<file path="src/rtl/ring_counter_param_pkg.sv">
// ring_counter_param_pkg
// Shared constants and helpers for the parametrised ring/Johnson counter.
//   MODE_RING / MODE_JOHNSON : values of Mode_In
//   DIR_TO_LSB / DIR_TO_MSB  : values of Dir_In
//   seed_value(width)        : counter seed (MSB set, all other bits clear),
//                              returned in a MAX_WIDTH-wide vector; callers
//                              size-cast it down to their own width.
package ring_counter_param_pkg;

  localparam int unsigned MAX_WIDTH = 64;

  localparam logic MODE_RING    = 1'b0;
  localparam logic MODE_JOHNSON = 1'b1;

  localparam logic DIR_TO_LSB = 1'b0;
  localparam logic DIR_TO_MSB = 1'b1;

  function automatic logic [MAX_WIDTH-1:0] seed_value(input int unsigned width);
    logic [MAX_WIDTH-1:0] s;
    s = '0;
    s[width-1] = 1'b1;
    return s;
  endfunction

endpackage

</file>
<file path="src/rtl/ring_counter_param_check.sv">
// ring_state_check
// Combinational legality check of a counter state.
//   state         : current counter value (WIDTH bits)
//   ring_legal    : exactly one bit set
//   johnson_legal : MSB-first pattern 1^k 0^(W-k) or 0^k 1^(W-k)
module ring_state_check #(
  parameter int unsigned WIDTH = 8
) (
  input  logic [WIDTH-1:0] state,
  output logic             ring_legal,
  output logic             johnson_legal
);

  // One bit per adjacent pair of state bits, set where the pair differs.
  // A Johnson state has at most one such 0/1 boundary.
  logic [WIDTH-2:0] edges;

  assign edges = state[WIDTH-1:1] ^ state[WIDTH-2:0];

  // x & (x - 1) clears the lowest set bit, so a zero result means
  // "at most one bit set".
  assign ring_legal    = (state != '0) &&
                         ((state & (state - WIDTH'(1))) == '0);
  assign johnson_legal = ((edges & (edges - (WIDTH-1)'(1))) == '0);

endmodule

</file>
<file path="src/rtl/ring_counter_param.sv">
// ring_counter_param
// Parametrised shift-register counter: ring (one-hot) or Johnson mode,
// either shift direction, parallel load, illegal-state self-correction.
// All registers update on the falling edge of Clk_In.
//   Clk_In         : clock (falling edge active)
//   Reset_In       : asynchronous active-high reset -> Count_Out = SEED
//   Start_Stopb_In : 1 = advance each edge, 0 = hold
//   Mode_In        : 0 = ring, 1 = Johnson
//   Dir_In         : 0 = shift toward LSB, 1 = shift toward MSB
//   Load_In        : parallel load, higher priority than advance
//   Load_Data_In   : value loaded (taken verbatim, even if illegal)
//   Count_Out      : counter state
//   Wrap_Out       : one-cycle pulse after a legal advance landing on SEED
//   Fault_Out      : one-cycle pulse after an advance that corrected an
//                    illegal state back to SEED
// There is no handshake: every input is sampled on every falling edge.
module ring_counter_param
  import ring_counter_param_pkg::*;
#(
  parameter int unsigned WIDTH = 8
) (
  input  logic             Clk_In,
  input  logic             Reset_In,
  input  logic             Start_Stopb_In,
  input  logic             Mode_In,
  input  logic             Dir_In,
  input  logic             Load_In,
  input  logic [WIDTH-1:0] Load_Data_In,
  output logic [WIDTH-1:0] Count_Out,
  output logic             Wrap_Out,
  output logic             Fault_Out
);

  localparam logic [WIDTH-1:0] SEED = WIDTH'(seed_value(WIDTH));

  logic [WIDTH-1:0] count_q;
  logic             wrap_q;
  logic             fault_q;

  logic [WIDTH-1:0] count_d;
  logic             wrap_d;
  logic             fault_d;

  logic [WIDTH-1:0] shifted;
  logic             ring_legal;
  logic             johnson_legal;
  logic             state_legal;

  ring_state_check #(.WIDTH(WIDTH)) u_check (
    .state         (count_q),
    .ring_legal    (ring_legal),
    .johnson_legal (johnson_legal)
  );

  // Legality is judged against the mode presented on this edge, so a mode
  // change can make the held state illegal and trigger a correction.
  assign state_legal = (Mode_In == MODE_JOHNSON) ? johnson_legal : ring_legal;

  // Johnson differs from ring only in inverting the bit fed back in.
  always_comb begin
    shifted = count_q;
    if (Dir_In == DIR_TO_LSB) begin
      if (Mode_In == MODE_JOHNSON) shifted = {~count_q[0], count_q[WIDTH-1:1]};
      else                         shifted = { count_q[0], count_q[WIDTH-1:1]};
    end else begin
      if (Mode_In == MODE_JOHNSON) shifted = {count_q[WIDTH-2:0], ~count_q[WIDTH-1]};
      else                         shifted = {count_q[WIDTH-2:0],  count_q[WIDTH-1]};
    end
  end

  // Priority: load > advance > hold.
  always_comb begin
    count_d = count_q;
    wrap_d  = 1'b0;
    fault_d = 1'b0;
    if (Load_In) begin
      count_d = Load_Data_In;
    end else if (Start_Stopb_In) begin
      if (state_legal) begin
        count_d = shifted;
        wrap_d  = (shifted == SEED);
      end else begin
        count_d = SEED;
        fault_d = 1'b1;
      end
    end
  end

  always_ff @(negedge Clk_In or posedge Reset_In) begin
    if (Reset_In) begin
      count_q <= SEED;
      wrap_q  <= 1'b0;
      fault_q <= 1'b0;
    end else begin
      count_q <= count_d;
      wrap_q  <= wrap_d;
      fault_q <= fault_d;
    end
  end

  assign Count_Out = count_q;
  assign Wrap_Out  = wrap_q;
  assign Fault_Out = fault_q;

endmodule

</file>
<file path="config.mk">
export PLATFORM = sky130hd
export DESIGN_NAME = ring_counter_param
export DESIGN_NICKNAME = d
export VERILOG_FILES = /design/src/rtl/ring_counter_param_pkg.sv /design/src/rtl/ring_counter_param_check.sv /design/src/rtl/ring_counter_param.sv
export SDC_FILE = /design/constraint.sdc
export NUM_CORES = 1
export LEC_CHECK = 0
export CORE_MARGIN = 4
export CORE_UTILIZATION = 45
export DETAILED_ROUTE_END_ITERATION = 10
export GPL_ROUTABILITY_DRIVEN = 0
export PLACE_DENSITY = 0.74
export SYNTH_ARGS = -nofsm -noshare
export SYNTH_HDL_FRONTEND = slang
export SYNTH_SLANG_ARGS = --single-unit
</file>
<file path="constraint.sdc">
create_clock -name Clk_In -period 6.1 [get_ports Clk_In]
set_input_delay 0.61 -clock Clk_In [delete_from_list [all_inputs] [get_ports Clk_In]]
set_output_delay 0.61 -clock Clk_In [all_outputs]
set_load 0.02 [all_outputs]
</file>
Word level (Yosys, flattened, before mapping)
Index checks and enable logic that the tools add are counted. W data, S select, Z words.

Register bits after elaboration: 10. Bits of input ports: 14. Output and inout bits: 10.

Mux-type cells: 13. Reductions and logical operators: 5. Eq/ne operators: 1. $add $sub $neg: 2. Bitwise operators: 5.

Operators by type and width (number): $mux W8 (5); $and A8 B8 Y8 (1); $eq A8 B8 Y1 const B (1); $logic_not A8 Y1 (1); $mux W1 (8); $reduce_bool A8 Y1 (1); $sub A8 B1 Y8 const B (1); $and A7 B7 Y7 (1); $logic_not A7 Y1 (1); $sub A7 B1 Y7 const B (1); $xor A7 B7 Y7 (1); $not A1 Y1 (2); $reduce_bool A2 Y1 (1); $logic_and A1 B1 Y1 (1).

Longest topological paths before layout
Word-level depth: 8. Depth in mapped cells: 8.

Cells and area by module
From an unflattened synthesis, not the netlist that was laid out.

Cells, all modules: 98. Area total of the unflattened synthesis: 939.7 um2.

Modules (own cells, without submodules): ring_counter_param (times used 1, seq. area each 251.5 um2, area each 625.6 um2, cells an instance 59); ring_state_check (times used 1, seq. area each 0.0 um2, area each 314.1 um2, cells an instance 39).

==> impl_metrics.tcl <==
set metrics [dict create \
    synth_warnings 0 \
    num_rows 15 \
    crit_required_ns 3.29 \
    timing.hold.worst_endpoint "Count_Out[2]$_DFFE_NP0P_" \
    floorplan.die_area_sq_um 2780 \
    cts_made_buffers 3 \
    worst_path_largest_cell_delay_ns 0.51 \
    netlist.top_cell.by_area "dfrtn_1" \
    drt-initial-drc-count 16 \
    num_antenna_cells 0 \
    drcViolationCount 0 \
    ctsRootBufferMaster "clkbuf_4" \
    worst-endpoint-arrival_ns 2.45 \
    netlist_top_cells_area "dfrtn_1, ha_1, mux2i_1" \
    clock_skew_ns 0.0466 \
    synth_edf_count 0 \
    ioPinCount 24 \
    synthDominantCellAreaShare_pct 25.1 \
    cp_slowest_cell "clkdlybuf4s50_1" \
    synth_common_cells "ha_1, inv_1, o21ai_0" \
    htreeDepth 1 \
    cellPowerDensity_nw_per_um2 191 \
    critical_register_to_register_path_endpoint "Count_Out[7]$_DFFE_NP1P_" \
    core_area_sq_um 1800 \
    first_global_vias 832 \
    syn_to_final_growth_pct 30.8 \
    finalWirelength_um 2240 \
    max_cap_violations 0 \
    finalHoldViolCount 0 \
    post_synthesis_instance_total 105 \
    dieWidth_um 52.7 \
    min_from "Count_Out[3]$_DFFE_NP0P_" \
    tritoncts "yes" \
    holdPathStages 2 \
    setup-tns-final_ns 0 \
    post-synth-top-count-cell "ha_1" \
    report.power.total_mw 0.224 \
    capturing_element_type_of_the_critical_path "flop" \
    syn-cell-area_sq_um 898 \
    globalRouteTotalUtil_pct 18.7 \
    post_drt_wl_per_cell_um 14.6 \
    routed-via-count 853 \
    syn_nets 131 \
    clk_transition_reported_paths_ns 0.05 \
    half_perimeter_wire_length_of_the_detailed_placement_result_um 1780 \
    global_route.overflow_total 0 \
    viasPerCell 5.58 \
    setup.worst_path.start_class "input pin" \
    grt_max_degree 18 \
    synth-async-reset-ratio_pct 100 \
    worst_skew_pair.late_latency_ns 0.31 \
    postSynthAreaPerCell_sq_um 8.56 \
    worst_slew_margin_rel_pct 57.7 \
    cts_resized 0 \
    layout.cells.non_filler 153 \
    port_buffers 23 \
    final_net_count 155 \
    chip_height_um 52.7 \
    clock_tree.buffer_depth 2 \
    rsz0062_at_grt "no" \
    timing.final.setup_violations 0 \
    criticalPathCategory "in -> reg" \
    worst_r2r_path_depth 7 \
    grt_first_pass_wirelength_um 3830 \
    synth_sequential_area_ratio_pct 28.0 \
    post_synth_num_cell_types 31 \
    slew_viol_final 0 \
    clkSinkCount 10 \
    setup.reg_to_reg.worst_slack_ns 3.46 \
    hold_path_class "reg -> reg" \
    initial_core_util_pct 49.9 \
    ys_seq_elements 10 \
    antenna_violating_nets_post_route 0 \
    synth_flop_cell "dfrtn_1" \
    result_of_the_run "completed" \
    ir_worst_vdd_mv 0.158 \
    post_cts.repair.setup_buffers 0 \
    p_leak_nw 0.509 \
    layout-drive-gt1-share_pct 9.38 \
    hold_buffers 0 \
    timing.critical_path.cells "clkdlybuf4s50_1 -> nor2_1 -> o221ai_1 -> a2111oi_0 -> a32oi_1 -> o21a_1" \
    worst-slew-pin-transition_ns 0.619 \
    number_of_antenna_violations_at_the_first_check_in_global_routing 0 \
    drt_pass1_iterations 6 \
    crit-reg2reg-launch "Count_Out[0]$_DFFE_NP0P_" \
    crit_path_max_fanout 8 \
    dp_cells 149 \
]
==> state kept, by name, indices dropped and copies added (netlist names) <==
register	count
Count_Out	8
Fault_Out	1
Wrap_Out	1
==> cells in the final DEF (no fill, tap or decap) <==
cell type / instances
dfrtn_1: 9
clkbuf_4: 3
nand2b_1: 2
a31o_2: 1
maj3_2: 1
a31oi_1: 1
and3_1: 1
or4_4: 1
ha_1: 12
nor4bb_1: 1
clkbuf_1: 1
inv_1: 11
mux2i_1: 6
nand3b_1: 1
nand4_1: 1
nand2_1: 4
a211o_2: 2
or3_1: 1
a21oi_1: 9
dfstp_2: 1
nor2_1: 3
nor3_1: 8
o21ai_0: 11
nor4_1: 1
buf_4: 1
clkdlybuf4s50_1: 23
and3b_2: 1
nor2b_1: 3
xnor2_1: 2
a2111oi_0: 1
o21a_1: 1
o221ai_1: 1
a32oi_1: 2
o21ai_2: 1
==> worst max-delay path, delay by kind of cell <==
kind / cells / cell delay, ns
AOI/OAI and AO/OA: 4 / 1.19
buffers and inverters: 1 / 0.51
and+or+nand+nor: 1 / 0.13
==> report_power, final <==
group / internal (mW) / switching, mW / total (mW)
clock: 0.0261 / 0.0246 / 0.0507
combinational: 0.0449 / 0.0463 / 0.0912
sequential: 0.0730 / 0.00921 / 0.0822
==> worst max-delay path by stage <==
| stage | startpoint | to | slack (ns) | cells after the start |
|---|---|---|---|---|
| floorplan | Load_In | Count_Out[0]$_DFFE_NP0P_ | 1.34 | 5 |
| global placement | Mode_In | Count_Out[7]$_DFFE_NP1P_ | 0.68 | 6 |
| detailed placement | Mode_In | Count_Out[7]$_DFFE_NP1P_ | 0.59 | 6 |
| CTS | Count_Out[7]$_DFFE_NP1P_ | Count_Out[7] | 0.89 | 1 |
| global route | Mode_In | Count_Out[6]$_DFFE_NP0P_ | 0.73 | 6 |
| finish | Mode_In | Count_Out[7]$_DFFE_NP1P_ | 0.85 | 6 |
==> cell type report <==
type,instances,area (sq um)
Sequential cell,10,251
Inverter,10,37.5
Fill cell,163,627
Timing Repair Buffer,24,238
Tap cell,25,31.3
Multi-Input combinational cell,79,587
Clock buffer,4,26.3
Clock inverter,1,3.75
==> per-stage QoR <==
step / setup WS [ns] / util [%] / cell area [sq um] / hold WS (ns)
after floorplan: 1.34 / - / 898 / 0.686
after global routing: 0.733 / 65.2 / 1170 / 0.694
after global placement: 0.684 / 63.7 / 1150 / 0.605
after detailed placement: 0.594 / 63.7 / 1150 / 0.618
after CTS: 0.887 / 65.2 / 1170 / 0.618
final: 0.847 / 65.2 / 1170 / 0.602
==> metal layers <==
layer | up-vias | wire, um | GRT usage, %
met3 | 4 | 139 | 5.41
li1 | 426 | - | -
met5 | - | 0 | 0
met2 | 35 | 1050 | 30.6
met4 | 0 | 35 | 4.26
met1 | 388 | 1010 | 24.0
==> logic make-up after synthesis <==
family | Yosys count | share of synthesized area (%)
adders and majority gates | 13 | 18.0
and+or+nand+nor | 28 | 18.0
muxes | 6 | 6.69
xor gates and xnor gates | 2 | 1.95
AOI/OAI and AO/OA | 30 | 20.8
DFF | 10 | 28.0
buffers and inverters | 16 | 6.69
(Power assumes the default switching activity.)
